==> src/rtl/demux4_1_buf.sv <==
// Registered 1-to-4 demultiplexer: each accepted word is steered by in_sel into a
// one-entry holding buffer per channel, with independent valid/ready on every port.
module demux4_1_buf #(
   parameter int WIDTH = 64
) (
   input  logic               clk,
   input  logic               reset,
   input  logic               in_valid,
   output logic               in_ready,
   input  logic [WIDTH-1:0]   in_data,
   input  logic [1:0]         in_sel,
   output logic [3:0]         out_valid,
   input  logic [3:0]         out_ready,
   output logic [4*WIDTH-1:0] out_data,
   output logic [7:0]         xfer_count
);

   logic [WIDTH-1:0] r_buf [4];
   logic [3:0]       r_valid;
   logic [7:0]       r_count;

   logic             w_accept;
   logic [3:0]       w_load;
   logic [3:0]       w_pop;

   // A channel can take a word if it is empty or is being drained this same edge.
   assign in_ready = !r_valid[in_sel] || out_ready[in_sel];
   assign w_accept = in_valid && in_ready;

   always_comb begin
      w_load = 4'b0000;
      if (w_accept) begin
         w_load[in_sel] = 1'b1;
      end
   end

   assign w_pop = r_valid & out_ready;

   always_ff @(posedge clk) begin
      if (reset) begin
         r_valid <= 4'b0000;
         r_count <= 8'd0;
         for (int i = 0; i < 4; i++) begin
            r_buf[i] <= '0;
         end
      end else begin
         for (int i = 0; i < 4; i++) begin
            // Load takes priority over pop so a drained channel refills without a bubble.
            if (w_load[i]) begin
               r_buf[i]   <= in_data;
               r_valid[i] <= 1'b1;
            end else if (w_pop[i]) begin
               r_valid[i] <= 1'b0;
            end
         end
         if (w_accept) begin
            r_count <= r_count + 8'd1;
         end
      end
   end

   always_comb begin
      for (int i = 0; i < 4; i++) begin
         out_data[i*WIDTH +: WIDTH] = r_buf[i];
      end
   end

   assign out_valid  = r_valid;
   assign xfer_count = r_count;

endmodule

==> config.mk <==
export PLATFORM = sky130hd
export DESIGN_NAME = demux4_1_buf
export DESIGN_NICKNAME = d
export VERILOG_FILES = /design/src/rtl/demux4_1_buf.sv
export SDC_FILE = /design/constraint.sdc
export NUM_CORES = 1
export LEC_CHECK = 0
export ABC_AREA = 1
export CORE_ASPECT_RATIO = 1.25
export CORE_MARGIN = 2
export CORE_UTILIZATION = 47
export CTS_BUF_LIST = sky130_fd_sc_hd__clkbuf_4
export DETAILED_ROUTE_END_ITERATION = 10
export PLACE_DENSITY_LB_ADDON = 0.05
export SLEW_MARGIN = 20
export SYNTH_ARGS = -nofsm -noshare
export SYNTH_HDL_FRONTEND = slang
export SYNTH_SLANG_ARGS = --single-unit
==> constraint.sdc <==
create_clock -name clk -period 8.85 [get_ports clk]
set_input_delay 0.885 -clock clk [delete_from_list [all_inputs] [get_ports clk]]
set_output_delay 0.885 -clock clk [all_outputs]
set_load 0.01 [all_outputs]
==> After elaboration in Yosys (flattened, before gate mapping) <==
Memory sizes are Yosys's and may differ from the RTL's.
Index checks and enable logic that the tools add are counted.
{ "op_classes": {"addsub": 1, "magnitude_cmp": 2, "muxes": 33, "bitwise_logic": 5, "n_reduce_logical": 8} }
{ "ops": {"columns": ["op", "n"], "rows": [
  ["64-bit 2-to-1 mux", 4],
  ["1-bit 2-to-1 mux", 25],
  ["8-bit by 1-bit adder with 8-bit output, second input constant", 1],
  ["2-bit nonzero test", 4],
  ["4-bit bitwise AND", 1],
  ["1-bit binary-select mux with 2-bit select", 2],
  ["4-bit 2-to-1 mux", 1],
  ["1-bit OR", 4],
  ["2-bit by 3-bit < comparator with 1-bit output, second input constant", 1],
  ["1-bit demux with 2-bit select", 1],
  ["2-bit by 1-bit >= comparator with 1-bit output, second input constant", 1],
  ["1-bit logical AND", 2],
  ["1-bit zero test", 1],
  ["1-bit logical OR", 1]
]} }
{ "word_totals": {"regBits": 12, "ramBits": 256, "in_bits": 73, "output_inout_bits": 269, "word_cells": 55, "memories": 1} }
{ "memory_table": {"columns": ["name", "words", "word_bits", "read_ports", "rd_ports_with_merged_regs", "wr", "line_no", "source"], "rows": [
  ["r_buf", 4, 64, 4, 0, 4, "18", "logic [WIDTH-1:0] r_buf [4];"]
]} }

==> Depth between registers and ports, before layout <==
{ "logic_depth": {"depth_word": 10, "depth_mapped": 12, "mapped_depth_nobuf": 10} }

==> Worst setup path after synthesis <==
OpenSTA, ideal clock, no wires.
{ "synth_timing": {"path_type": "input to register", "start": "input in_sel[0]", "end": "memory r_buf[3][0], enable pin", "setup_time_ns": 0.574, "arrival_ns": 6.200, "required_time_ns": 8.276, "path_slack_ns": 2.076, "path_stages": 9, "n_path_buf": 2, "path_cell_list": "buf_4 nor2_2 nand2_1 nand2_1 nor2_2 nand2_4 buf_4 nand2_4 o21ai_0"} }
{ "synth_lines": {"columns": ["item", "line_no", "source"], "rows": [
  ["from (decl)", "11", "input logic [1:0] in_sel,"],
  ["to (decl)", "18", null]
]} }

==> Worst setup path after layout <==
{ "layout_timing": {"start": "input in_sel[0]", "end": "output in_ready"} }
{ "layout_between": {"elab_chain_len": 4, "word_cells_on_any_way": 6, "classes_between": "4 x mux; 2 x reduce/logical"} }
{ "layout_lines": {"columns": ["item", "line_no", "source"], "rows": [
  ["1-bit binary-select mux with 2-bit select", "27", "assign in_ready = !r_valid[in_sel] || out_ready[in_sel];"],
  ["1-bit 2-to-1 mux (implied by the code)", "27", null],
  ["1-bit zero test", "27", null],
  ["1-bit logical OR *", "27", null],
  ["to (decl)", "9", "output logic in_ready,"]
]} }
Every way passes the cells marked *; elsewhere a longest branch is shown, timed or not. The select of a mux whose other input is x is not followed.

==> flow_summary.yaml <==
synth:
  synthesis.nets: 794
  synth_seq_cells: 268
  avgSynthCellArea_um2: 13.8
  synth_xor_area_frac: 0.00264
  synth_compound_area_frac: 0.00403
  synth_fa_ha_area_frac: 0.00126
  synth_top_family_by_area: "simple AND/OR/NAND/NOR gates"
  ys_types: 20
  synth.area.mux_share: 0
  yosys_warnings: 0
  postSynthCellCount: 720
  syn_area_um2: 9940
  synth_simple_gate_area_frac: 0.136
  ys_seq_area_frac: 0.797
cts:
  cts_resized: 0
  cts_sinks: 268
  cts.reportedPaths.clkPinSlew_ns: 0.07
  h-tree-depth: 2
  tritoncts: "built"
  cts_root_buffer: "clkbuf_4"
  clock_latency_ns: 0.67
  postCtsSetupBuffers: 0
  postCtsHoldBufs: 0
  numCtsBuffers: 61
  clock_path_buffers: 3
global_routing:
  grt_pass1_vias: 6626
  grt_overflow: 0
  grt_max_degree: 66
  antenna_found_initial: 1
  grt_usage: 0.231
  grt_first_pass_wirelength_um: 38700
detailed_routing:
  drc: 0
  viasPerCell: 4.71
  ant_nets: 0
  vias: 6691
  dr.pass1.iters: 5
  wl_per_cell_um: 18.2
  drt_iter0_drc: 338
  routed_wl_um: 25900
setup_path:
  rrSetupSlack_ns: 6.49
  r2r-start: "out_valid[0]"
  reg2reg_depth: 8
  required_ns: 7.97
  start_kind: "primary input"
  path_max_fanout: 14
  crit_chain: "clkdlybuf4s50_1 -> inv_2 -> nand2_1 -> nand2_1 -> nand2_1 -> nand2_1 -> nand2_4 -> clkdlybuf4s50_1"
  max_stage_delay_ns: 0.64
  r2r_end: "r_buf[3][12]"
  slowest_stage: "clkdlybuf4s50_1"
  end_kind: "output pin"
  crit_type: "in2out"
  crit_top_cell: "nand2_1"
  cp.arrival_ns: 2.68
timing:
  post-route-min-period_ns: 3.56
  post-route-period-util: 0.402
  rsz0062_at_grt: "no"
  fin_ws_ns: 5.29
  fin_tns_setup_ns: 0
  worst_hold_slack_ns: 0.496
  fmax_ghz: 0.281
  clock_skew_ns: 0.0366
  hold_viol: 0
  worst_pin_slew_ns: 1.04
  setup_viol: 0
  slew_headroom: 0.308
  maxSlewViolCount: 0
min_path:
  hp-start: "out_valid[3]"
  hold_depth: 2
  hold_path.class: "reg2reg"
  min_to: "out_valid[3]"
place:
  io_buffers: 341
  post-place-ws_ns: 5.18
  gp_congestion: 0.837
  dpl.hpwl_um: 16800
floorplanning:
  rows: 59
  num_io_pins: 342
  dieArea_um2: 22300
  die_w_um: 134
  core_area_um2: 20800
  start_util: 0.478
  die_h_um: 167
flow_run:
  maxCapViolCount: 0
power_and_ir_drop:
  leakagePower_nw: 5.79
  ir_drop_mv: 0.110
  powerDensity_nw_per_um2: 192
  finalPower_w: 0.00274
finish:
  drive_gt1_frac: 0.105
  fillers: 1590
  nNetsFinal: 1170
  areaGrowthSynthToFinish_pct: 44.0
status:
  status: "finished clean"
-- metrics by stage --
step | utilization | instance area [um2] | cells
after floorplan | - | 9940 | 720
after global placement | 0.648 | 13500 | 1307
after detailed placement | 0.648 | 13500 | 1307
after CTS | 0.688 | 14300 | 1421
after global routing | 0.688 | 14300 | 1422
final | 0.688 | 14300 | 1422
-- worst max-delay path, delay by kind of cell --
| kind | cells | cell delay [ns] |
|---|---|---|
| buf+inv | 3 | 1.33 |
| simple gates | 5 | 0.47 |
-- sequential cells by signal, indices dropped and copies added (netlist names) --
name and count:
out_valid 4, r_buf 256, xfer_count 8
-- power breakdown --
part           total, W  switching (W)  internal (W)
sequential      0.00147      0.0000175       0.00145
clock           0.00100       0.000458      0.000541
combinational  0.000274       0.000143      0.000131
-- Yosys cell counts, drive strengths merged --
library cell	n	area (um2)
ha	1	12.5
nand2	45	184
edfxtp	256	7690
xnor2	1	8.76
nand3	13	65.1
o21ai	2	10.0
nand4	4	50.1
inv	73	274
buf	31	310
a21oi	6	30.0
nor2	268	1010
xor2	2	17.5
clkbuf	1	3.75
dfxtp	12	240
nand3b	5	37.5
-- layer usage --
metal / up-vias / routed length [um] / track usage / share of wire
met1: 3193 / 9550 / 0.260 / 0.37
li1: 3179 / - / - / -
met5: - / 0 / 0 / 0
met2: 268 / 13500 / 0.412 / 0.52
met4: 0 / 779 / 0.0874 / 0.030
met3: 51 / 1980 / 0.0697 / 0.077
-- worst max-delay path by stage --
stage | startpoint | to | depth (start not counted)
2_1_floorplan | in_sel[0] | r_buf[3][0] | 9
3_5_place_dp | in_sel[0] | r_buf[3][19] | 10
3_3_place_gp | in_sel[0] | r_buf[3][19] | 9
6_report | in_sel[0] | in_ready | 8
5_1_grt | in_sel[0] | in_ready | 8
4_1_cts | in_sel[0] | in_ready | 8
-- cell type report --
| class | count | area (um2) | share of cell area |
|---|---|---|---|
| flip-flops and latches | 268 | 7930 | 0.554 |
| repair buffers | 345 | 3440 | 0.240 |
| multi-input cells | 347 | 1500 | 0.104 |
| clock buffers | 101 | 758 | 0.0530 |
| well taps | 274 | 343 | 0.0239 |
| inverters | 73 | 274 | 0.0191 |
| clock inverters | 13 | 75.1 | 0.00524 |
| diodes | 1 | 2.50 | 0.000175 |
-- cells by family (layout without fill, tap and decap cells) --
group                    after synthesis  in the layout
flip-flops                           268            268
buffers and inverters                105            532
AO/OA/AOI/OAI                          8              8
AND/OR/NAND/NOR                      335            335
adder cells (fa/ha/maj)                1              1
other                                  0              1
XOR/XNOR                               3              3
-- cell usage in the layout, fill, tap and decap left out, types with 2 or more instances in the layout --
master	Yosys	layout
nor2_2	2	2
dfxtp_1	12	12
nor2_1	266	266
nand3b_1	5	5
inv_2	3	3
clkdlybuf4s50_1	0	341
clkinv_1	0	12
nand4_4	0	4
buf_4	2	4
nand2_4	2	5
inv_1	70	70
clkbuf_4	0	101
xor2_1	2	2
nand3_1	13	13
edfxtp_1	256	256
a21oi_1	6	6
nand2_1	43	40
Note: power is estimated with default switching activity, not from simulation.
